## src/rtl/noc_intr_pkt_decoder_pkg.sv

```systemverilog
// Shared definitions for the interrupt packet decoder: header layout,
// FSM state encoding and the decoded descriptor.
package noc_intr_pkg;

    localparam int FLIT_W  = 64;
    localparam int DST_X_W = 8;
    localparam int DST_Y_W = 8;
    localparam int FBITS_W = 4;
    localparam int LEN_W   = 8;
    localparam int TYPE_W  = 8;
    localparam int CNT_W   = 16;

    localparam int DST_X_LSB = 42;
    localparam int DST_Y_LSB = 34;
    localparam int FBITS_LSB = 30;
    localparam int LEN_LSB   = 22;
    localparam int TYPE_LSB  = 14;

    // Codes of the surrounding NoC protocol for interrupt messages and L1 fbits.
    localparam logic [TYPE_W-1:0]  MSG_TYPE_INTERRUPT = 8'd60;
    localparam logic [FBITS_W-1:0] NOC_FBITS_L1       = 4'b0000;

    typedef enum logic [1:0] {
        ST_IDLE    = 2'd0,
        ST_PAYLOAD = 2'd1,
        ST_HOLD    = 2'd2,
        ST_DRAIN   = 2'd3
    } state_e;

    typedef struct packed {
        logic [DST_X_W-1:0] dst_x;
        logic [DST_Y_W-1:0] dst_y;
        logic [FBITS_W-1:0] fbits;
        logic [FLIT_W-1:0]  payload;
    } intr_desc_t;

    function automatic logic [LEN_W-1:0] hdr_len(input logic [FLIT_W-1:0] flit);
        return flit[LEN_LSB +: LEN_W];
    endfunction

    function automatic logic [TYPE_W-1:0] hdr_type(input logic [FLIT_W-1:0] flit);
        return flit[TYPE_LSB +: TYPE_W];
    endfunction

endpackage

```

## src/rtl/noc_intr_pkt_decoder_if.sv

```systemverilog
// Flit input stream and descriptor output of the interrupt packet decoder.
// val/rdy: a transfer happens on a rising clk edge where val && rdy; the
// source holds data stable while val is high and rdy low.
interface noc_intr_pkt_decoder_if #(
    parameter int NOC_DATA_WIDTH = 64,
    parameter int X_WIDTH        = 8,
    parameter int Y_WIDTH        = 8
);
    logic                      noc_in_val;
    logic                      noc_in_rdy;
    logic [NOC_DATA_WIDTH-1:0] noc_in_data;

    logic                      intr_val;
    logic                      intr_rdy;
    logic [X_WIDTH-1:0]        intr_dst_x;
    logic [Y_WIDTH-1:0]        intr_dst_y;
    logic [3:0]                intr_fbits;
    logic [NOC_DATA_WIDTH-1:0] intr_payload;

    modport master (
        output noc_in_val, noc_in_data, intr_rdy,
        input  noc_in_rdy, intr_val, intr_dst_x, intr_dst_y, intr_fbits, intr_payload
    );

    modport slave (
        input  noc_in_val, noc_in_data, intr_rdy,
        output noc_in_rdy, intr_val, intr_dst_x, intr_dst_y, intr_fbits, intr_payload
    );
endinterface

```

## src/rtl/noc_intr_pkt_decoder_sat_counter.sv

```systemverilog
// Saturating up-counter with synchronous clear; sticks at all-ones.
module sat_counter #(
    parameter int WIDTH = 16
) (
    input  logic             clk,
    input  logic             clr,
    input  logic             inc,
    output logic [WIDTH-1:0] cnt
);
    logic [WIDTH-1:0] cnt_q;
    logic [WIDTH-1:0] cnt_d;

    always_comb begin
        cnt_d = cnt_q;
        if (clr) begin
            cnt_d = '0;
        end else if (inc && (cnt_q != {WIDTH{1'b1}})) begin
            cnt_d = cnt_q + 1'b1;
        end
    end

    always_ff @(posedge clk) begin
        cnt_q <= cnt_d;
    end

    assign cnt = cnt_q;
endmodule

```

## src/rtl/noc_intr_pkt_decoder.sv

```systemverilog
// Reassembles header+payload interrupt packets from the IOB flit stream into
// descriptors; malformed and non-interrupt packets are drained and counted.
module noc_intr_pkt_decoder
    import noc_intr_pkg::*;
#(
    parameter int                 NOC_DATA_WIDTH = FLIT_W,
    parameter int                 X_WIDTH        = DST_X_W,
    parameter int                 Y_WIDTH        = DST_Y_W,
    parameter int                 CNT_WIDTH      = CNT_W,
    parameter logic [TYPE_W-1:0]  INTR_MSG_TYPE  = MSG_TYPE_INTERRUPT
) (
    input  logic                 clk,
    input  logic                 rst,
    noc_intr_pkt_decoder_if.slave bus,
    output logic [CNT_WIDTH-1:0] intr_cnt,
    output logic [CNT_WIDTH-1:0] drop_cnt,
    output state_e               dbg_state
);
    state_e            state_q, state_d;
    logic [LEN_W-1:0]  rem_q, rem_d;
    intr_desc_t        desc_q, desc_d;
    logic              intr_inc;
    logic              drop_inc;
    logic [LEN_W-1:0]  hdr_len_w;
    logic [TYPE_W-1:0] hdr_type_w;

    assign hdr_len_w  = hdr_len(bus.noc_in_data);
    assign hdr_type_w = hdr_type(bus.noc_in_data);

    // rdy is high in every state except HOLD, so val alone marks an accept there.
    always_comb begin
        state_d  = state_q;
        rem_d    = rem_q;
        desc_d   = desc_q;
        intr_inc = 1'b0;
        drop_inc = 1'b0;
        case (state_q)
            ST_IDLE: begin
                if (bus.noc_in_val) begin
                    desc_d.dst_x = bus.noc_in_data[DST_X_LSB +: X_WIDTH];
                    desc_d.dst_y = bus.noc_in_data[DST_Y_LSB +: Y_WIDTH];
                    desc_d.fbits = bus.noc_in_data[FBITS_LSB +: FBITS_W];
                    if (hdr_len_w == '0) begin
                        drop_inc = 1'b1;
                    end else if (hdr_type_w == INTR_MSG_TYPE) begin
                        state_d = ST_PAYLOAD;
                        rem_d   = hdr_len_w - 1'b1;
                    end else begin
                        state_d  = ST_DRAIN;
                        rem_d    = hdr_len_w;
                        drop_inc = 1'b1;
                    end
                end
            end
            ST_PAYLOAD: begin
                if (bus.noc_in_val) begin
                    desc_d.payload = bus.noc_in_data;
                    state_d        = ST_HOLD;
                end
            end
            ST_HOLD: begin
                if (bus.intr_rdy) begin
                    intr_inc = 1'b1;
                    state_d  = (rem_q != '0) ? ST_DRAIN : ST_IDLE;
                end
            end
            ST_DRAIN: begin
                if (bus.noc_in_val) begin
                    if (rem_q <= LEN_W'(1)) begin
                        rem_d   = '0;
                        state_d = ST_IDLE;
                    end else begin
                        rem_d = rem_q - 1'b1;
                    end
                end
            end
            default: state_d = ST_IDLE;
        endcase
    end

    always_ff @(posedge clk) begin
        if (rst) begin
            state_q <= ST_IDLE;
            rem_q   <= '0;
            desc_q  <= '0;
        end else begin
            state_q <= state_d;
            rem_q   <= rem_d;
            desc_q  <= desc_d;
        end
    end

    assign bus.noc_in_rdy   = (state_q != ST_HOLD);
    assign bus.intr_val     = (state_q == ST_HOLD);
    assign bus.intr_dst_x   = desc_q.dst_x;
    assign bus.intr_dst_y   = desc_q.dst_y;
    assign bus.intr_fbits   = desc_q.fbits;
    assign bus.intr_payload = desc_q.payload;
    assign dbg_state        = state_q;

    sat_counter #(.WIDTH(CNT_WIDTH)) u_intr_cnt (
        .clk (clk),
        .clr (rst),
        .inc (intr_inc),
        .cnt (intr_cnt)
    );

    sat_counter #(.WIDTH(CNT_WIDTH)) u_drop_cnt (
        .clk (clk),
        .clr (rst),
        .inc (drop_inc),
        .cnt (drop_cnt)
    );
endmodule

```

## src/flat_wrapper.sv

```systemverilog
// flat-port wrapper written by rule: the top's interface ports become plain ports
module noc_intr_pkt_decoder_flat import noc_intr_pkg::*;
#(
    parameter int                 NOC_DATA_WIDTH = FLIT_W,
    parameter int                 X_WIDTH        = DST_X_W,
    parameter int                 Y_WIDTH        = DST_Y_W,
    parameter int                 CNT_WIDTH      = CNT_W,
    parameter logic [TYPE_W-1:0]  INTR_MSG_TYPE  = MSG_TYPE_INTERRUPT
)
  (clk, rst, intr_cnt, drop_cnt, dbg_state, bus_noc_in_val, bus_noc_in_data, bus_intr_rdy, bus_noc_in_rdy, bus_intr_val, bus_intr_dst_x, bus_intr_dst_y, bus_intr_fbits, bus_intr_payload);
  noc_intr_pkt_decoder_if #(.NOC_DATA_WIDTH(NOC_DATA_WIDTH), .X_WIDTH(X_WIDTH), .Y_WIDTH(Y_WIDTH)) bus_i ();
  input  logic clk;
  input  logic rst;
  output logic [CNT_WIDTH-1:0] intr_cnt;
  output logic [CNT_WIDTH-1:0] drop_cnt;
  output state_e dbg_state;
  input wire logic [$bits(bus_i.noc_in_val)-1:0] bus_noc_in_val;
  input wire logic [$bits(bus_i.noc_in_data)-1:0] bus_noc_in_data;
  input wire logic [$bits(bus_i.intr_rdy)-1:0] bus_intr_rdy;
  output wire logic [$bits(bus_i.noc_in_rdy)-1:0] bus_noc_in_rdy;
  output wire logic [$bits(bus_i.intr_val)-1:0] bus_intr_val;
  output wire logic [$bits(bus_i.intr_dst_x)-1:0] bus_intr_dst_x;
  output wire logic [$bits(bus_i.intr_dst_y)-1:0] bus_intr_dst_y;
  output wire logic [$bits(bus_i.intr_fbits)-1:0] bus_intr_fbits;
  output wire logic [$bits(bus_i.intr_payload)-1:0] bus_intr_payload;
  assign bus_i.noc_in_val = bus_noc_in_val;
  assign bus_i.noc_in_data = bus_noc_in_data;
  assign bus_i.intr_rdy = bus_intr_rdy;
  assign bus_noc_in_rdy = bus_i.noc_in_rdy;
  assign bus_intr_val = bus_i.intr_val;
  assign bus_intr_dst_x = bus_i.intr_dst_x;
  assign bus_intr_dst_y = bus_i.intr_dst_y;
  assign bus_intr_fbits = bus_i.intr_fbits;
  assign bus_intr_payload = bus_i.intr_payload;
  noc_intr_pkt_decoder #(.NOC_DATA_WIDTH(NOC_DATA_WIDTH), .X_WIDTH(X_WIDTH), .Y_WIDTH(Y_WIDTH), .CNT_WIDTH(CNT_WIDTH), .INTR_MSG_TYPE(INTR_MSG_TYPE)) u_core (.clk(clk), .rst(rst), .bus(bus_i), .intr_cnt(intr_cnt), .drop_cnt(drop_cnt), .dbg_state(dbg_state));
endmodule
```

## config.mk

```make
export PLATFORM = sky130hd
export DESIGN_NAME = noc_intr_pkt_decoder_flat
export DESIGN_NICKNAME = d
export VERILOG_FILES = /design/src/rtl/noc_intr_pkt_decoder_pkg.sv /design/src/rtl/noc_intr_pkt_decoder_if.sv /design/src/rtl/noc_intr_pkt_decoder_sat_counter.sv /design/src/rtl/noc_intr_pkt_decoder.sv /design/src/flat_wrapper.sv
export SDC_FILE = /design/constraint.sdc
export NUM_CORES = 1
export LEC_CHECK = 0
export BUFFER_PORTS_ARGS = -buffer_cell sky130_fd_sc_hd__buf_2
export CORE_MARGIN = 4
export CORE_UTILIZATION = 40
export CTS_CLUSTER_SIZE = 12
export DETAILED_ROUTE_END_ITERATION = 7
export PLACE_DENSITY = 0.64
export RECOVER_POWER = 50
export REMOVE_ABC_BUFFERS = 1
export SYNTH_ARGS = -nofsm -noshare
export SYNTH_HDL_FRONTEND = slang
export SYNTH_SLANG_ARGS = --single-unit
```

## constraint.sdc

```tcl
create_clock -name clk -period 5.9 [get_ports clk]
set_clock_uncertainty 0.05 [all_clocks]
set_input_delay 0 -clock clk [delete_from_list [all_inputs] [get_ports clk]]
set_output_delay 0 -clock clk [all_outputs]
set_load 0.02 [all_outputs]
```

### After elaboration in Yosys (flattened, before gate mapping)

Cells that the tools add are included.
Widths: inputs -> output; s select.

| cells by class | value |
|---|---|
| multiplexer cells | 21 |
| order comparisons | 1 |
| reduce and logical (&&, ||, !) cells | 10 |
| $add $sub $neg | 4 |
| equality and inequality tests | 13 |

Operators by type and width:

| operator | count |
|---|---|
| $mux 8 | 5 |
| $add 16x1->16 const B | 2 |
| $ne 16x16->1 const B | 2 |
| $mux 2 | 8 |
| $pmux 8 s2 | 1 |
| $sub 8x1->8 const B | 2 |
| $ne 2x2->1 const B | 6 |
| $eq 8x6->1 const B | 1 |
| $le 8x1->1 const B | 1 |
| $logic_not 8->1 | 1 |
| $pmux 2 s4 | 1 |
| $reduce_bool 8->1 | 1 |
| $mux 1 | 6 |
| $reduce_and 6->1 | 1 |
| $eq 2x2->1 const B | 2 |
| $reduce_and 2->1 | 2 |
| $reduce_and 4->1 | 1 |
| $eq 2x1->1 const B | 1 |
| $logic_and 1x1->1 | 2 |
| $logic_not 2->1 | 1 |
| $ne 2x1->1 const B | 1 |
| $reduce_bool 2->1 | 1 |

| word-level totals | value |
|---|---|
| register bits | 126 |
| input bits | 68 |
| logic and storage cells | 57 |
| output and inout port bits | 120 |

### Longest topological paths before layout

| depth | value |
|---|---|
| word-level depth | 6 |
| depth in mapped cells | 7 |
| gate-level depth less buffers | 7 |

### Modules after synthesis

A second synthesis with hierarchy kept.

| unflattened totals | value |
|---|---|
| cells, all modules | 681 |
| area, all modules | 5496.5 sq um |

By module, submodules not included:

| module | times used | cells each | area an instance (sq um) | seq. area each (sq um) |
|---|---|---|---|---|
| noc_intr_pkt_decoder | 1 | 483 | 3799.9 | 1881.8 |
| sat_counter | 2 | 99 | 848.3 | 320.3 |

### Worst setup path after synthesis

No wires, ideal clock.

| path | value |
|---|---|
| path kind | register to register |
| start point | register u_core.u_intr_cnt.cnt_q[6] (netlist: u_core.u_intr_cnt.cnt[6]) |
| end point | register u_core.u_intr_cnt.cnt_q[9] (netlist: u_core.u_intr_cnt.cnt[9]) |
| buffers on the path | 0 |
| data arrival time | 2038 ps |
| period minus slack after synthesis | 2208 ps |
| slack | 3692 ps |
| stages on the path, launching flop included | 6 |
| setup time | 121 ps |
| required time | 5729 ps |
| cell sequence | dfxtp_1 > nand4_1 > nor4_2 > a211oi_1 > nand4_1 > mux2_2 |

| on the way | value |
|---|---|
| longest elaborated chain between the ends | 2 |
| elaborated cells on any way between the ends | 3 |
| those cells by class | 1 x add/sub; 1 x eq/ne; 1 x reduce/logical |

RTL lines:

| element | line | RTL |
|---|---|---|
| start: declaration | noc_intr_pkt_decoder_sat_counter.sv:10 | `logic [WIDTH-1:0] cnt_q;` |
| start signal: assignment | noc_intr_pkt_decoder_sat_counter.sv:23 | `cnt_q <= cnt_d;` |
| parallel branches: the longest is 2 deep, another holds $add 16x1->16 | - |  |

Several ways; the timed one is not identified.
A chain may end at the register's enable or synchronous reset.

### Worst setup path after layout

| path | value |
|---|---|
| start point | register u_core.state_q[1] (netlist: u_core.dbg_state[1]) |
| end point | register u_core.u_drop_cnt.cnt_q[7] (netlist: u_core.u_drop_cnt.cnt[7]) |

| on the way | value |
|---|---|
| longest elaborated chain between the ends | 3 |

RTL lines:

| element | line | RTL |
|---|---|---|
| start: declaration | noc_intr_pkt_decoder.sv:19 | `state_e state_q, state_d;` |
| start signal: assignment | noc_intr_pkt_decoder.sv:87 | `state_q <= state_d;` |
| $logic_not 2->1 | noc_intr_pkt_decoder.sv:37 | `case (state_q)` |
| $mux 1 | noc_intr_pkt_decoder.sv:37 |  |
| $logic_and 1x1->1 | noc_intr_pkt_decoder_sat_counter.sv:17 | `end else if (inc && (cnt_q != {WIDTH{1'b1}})) begin` |
| end signal: assignment | noc_intr_pkt_decoder_sat_counter.sv:23 |  |
| end: declaration | noc_intr_pkt_decoder_sat_counter.sv:10 |  |

Every way passes these cells.

==> impl_metrics.py <==
metrics = {
    "status": {
        "outcome": "finished clean",
    },
    "timing": {
        "worst_slack_ps": 3070,
        "relSlewSlack": 0.165,
        "worst_pin_slew_ps": 1250,
        "period_needed_ps": 2830,
        "setup_violations": 0,
        "setup_tns_ps": 0,
        "fmax_ghz": 0.354,
        "drv_slew": 0,
        "period_share": 0.479,
        "rsz0062_at_grt": "no",
        "hold_viol_final": 0,
    },
    "clock_tree": {
        "cts_tree": "built",
        "cts_made_buffers": 17,
        "path_clk_slew_ps": 50,
        "clockRootBuffer": "clkbuf_16",
        "clkLatencyLatePin_ps": 410,
        "htree_levels": 4,
        "cts.path.max_buffers": 2,
        "clkSinkCount": 126,
        "cts_resized": 0,
        "post_cts_buffers": 0,
    },
    "synthesis": {
        "yosysTopAreaCellShare": 0.472,
        "synth_cell_type_count": 61,
        "yosysTopAreaCell": "dfxtp_1",
        "synth_seq_area_share": 0.472,
        "post_synth.cell_area_avg_um2": 8.04,
        "async_flop_share": 0,
        "yosys_warnings": 0,
        "syn_area_mm2": 0.00535,
        "synthTopCellsByCount": "nand2_1, dfxtp_1, a21oi_1",
        "synthCells": 665,
        "synth-seq-cells": 126,
        "synthTopCellsByArea": "dfxtp_1, nand2_1, a21oi_1, clkbuf_1, nor2_1",
        "synth_edf_count": 0,
        "synthMostInstantiatedCell": "nand2_1",
        "synthFlopType": "dfxtp_1",
    },
    "power": {
        "power.total_mw": 2.40,
        "powerDensity_mw_per_mm2": 323,
        "ir_drop_v": 0.000153,
        "total_leakage_power_nw": 2.66,
    },
    "setup_path": {
        "cp_max_fo": 24,
        "crit_path_start_kind": "register",
        "cp_cell_sequence": "or2_2, nor2_2, o2111ai_1, or3_1, a21oi_1",
        "end_kind": "register",
        "cpMaxStageDelayCell": "nor2_2",
        "cp.required_ps": 6180,
        "crit_arrival_ps": 3110,
        "crit_type": "reg -> reg",
        "r2r_slack_ps": 3070,
        "slowest_delay_ps": 810,
    },
    "global_routing": {
        "grt_usage": 0.205,
        "grt_pass1_vias": 5196,
        "grt_max_degree": 65,
        "grt_first_pass_wirelength_um": 25000,
        "grt_antenna_before_repair": 0,
        "overflow": 0,
    },
    "routing": {
        "routed_wl_um": 16200,
        "drc": 0,
        "vias": 5659,
        "drt-initial-drc-count": 349,
        "final_antenna_net_count": 0,
        "drt_pre_antenna_iters": 5,
        "vias_per_cell": 5.20,
        "wire_per_inst_um": 14.8,
    },
    "floorplanning": {
        "coreArea_mm2": 0.0129,
        "die_height_um": 124,
        "rows": 41,
        "die-area_mm2": 0.0153,
        "io_pins": 188,
        "initial_core_util": 0.415,
        "fp.dieW_um": 124,
    },
    "cells_and_area": {
        "antenna_cells": 0,
        "nets": 978,
        "drive_gt1_frac": 0.131,
        "num-fill-cells": 1227,
        "areaGrowthSynthToFinish_pct": 39.1,
    },
    "job": {
        "maxCapViolations": 0,
    },
    "hold_path": {
        "hold_path.class": "in -> reg",
    },
    "placement": {
        "portBuffers": 187,
        "place_ws_ps": 3000,
        "gp_congestion": 0.829,
        "dp_hpwl_um": 10600,
    },
}
per-stage QoR:
stage          hold slack [ps]  instances   util  area, um^2
3_3_place_gp               190        991  0.496        6390
5_1_grt                   68.1       1088  0.578        7440
4_1_cts                   17.4       1088  0.590        7590
3_5_place_dp               199        991  0.496        6390
2_1_floorplan             19.1        629      -        5210
6_report                  41.1       1088  0.578        7440
worst paths after layout:
check	startpoint	endpoint	cells past startpoint
worst min-delay path	bus_intr_rdy	u_core.u_intr_cnt.cnt[0]$_SDFFE_PP0P_	5
worst max-delay path	u_core.dbg_state[1]$_SDFFE_PP0P_	u_core.u_drop_cnt.cnt[7]$_SDFFE_PP0P_	5
worst min register to register	u_core.bus.intr_payload[19]$_SDFFE_PP0P_	u_core.bus.intr_payload[19]$_SDFFE_PP0P_	2
worst max register to register	u_core.dbg_state[1]$_SDFFE_PP0P_	u_core.u_drop_cnt.cnt[7]$_SDFFE_PP0P_	5
critical path: cells and delay by family, from the launching register on:
| kind | cells | cell delay, ps |
|---|---|---|
| compound gates | 2 | 650 |
| flops | 1 | 410 |
| simple gates | 3 | 1630 |
routing by layer:
metal  global-route usage  share of wire  routed length [um]  up-vias
met4               0.0747          0.015                 237        0
li1                     -              -                   -     2789
met1                0.255           0.42                6850     2649
met5                    0              0                   0        -
met3               0.0568          0.082                1330       20
met2                0.340           0.48                7750      201
state kept, by name, summed over array words and instances, names as in the netlist:
name                     count
u_core.rem_q                 8
u_core.bus.intr_dst_y        8
u_core.u_drop_cnt.cnt       16
u_core.dbg_state             2
u_core.bus.intr_payload     64
u_core.bus.intr_fbits        4
u_core.bus.intr_dst_x        8
u_core.u_intr_cnt.cnt       16
what timing repair did:
item / 4_1_cts / 5_1_grt
hold endpoints to repair: 86 / 0
hold buffers: 65 / 0
endpoints found under the setup margin: 0 / 0
kinds of logic (layout without fill, tap and decap cells):
kind of cell / Yosys count / after routing / share of synthesized area
AND/OR/NAND/NOR: 294 / 294 / 0.251
buffers and inverters: 47 / 298 / 0.0342
AO/OA/AOI/OAI: 173 / 173 / 0.196
multiplexers: 3 / 3 / 0.00608
adder cells (fa/ha/maj): 7 / 7 / 0.0164
XOR/XNOR: 15 / 15 / 0.0246
flip-flops: 126 / 126 / 0.472
cell type report:
class                           count  area, um^2  area share
Tap cell                          172         215      0.0289
Sequential cell                   126        2520       0.339
Multi-Input combinational cell    492        2650       0.357
Timing Repair Buffer              255        1460       0.196
Clock inverter                     12        95.1      0.0128
Clock buffer                       20         457      0.0614
Inverter                           11        41.3     0.00555
placed cells by master (no fill, tap or decap), types with 5 or more instances in the layout:
master           n
clkinv_2         7
o31ai_1          6
clkbuf_1       123
ha_1             7
or3_1            9
dlygate4sd3_1   65
inv_1           10
nand3_1         11
nand4_1          9
o21ai_0         18
buf_2           65
nand2_1        188
xnor2_1         11
a21oi_1        108
a211oi_1         9
dfxtp_1        126
nor3_1           6
or4_1            7
and2_1           5
clkbuf_16       17
nor2_1          28
report_power, final:
group	internal [mW]	switching (mW)	total (mW)
combinational	0.163	0.313	0.476
sequential	0.919	0.0497	0.969
clock	0.594	0.365	0.960
total	1.68	0.728	2.40
No activity file was read; power rests on OpenSTA's default activity.
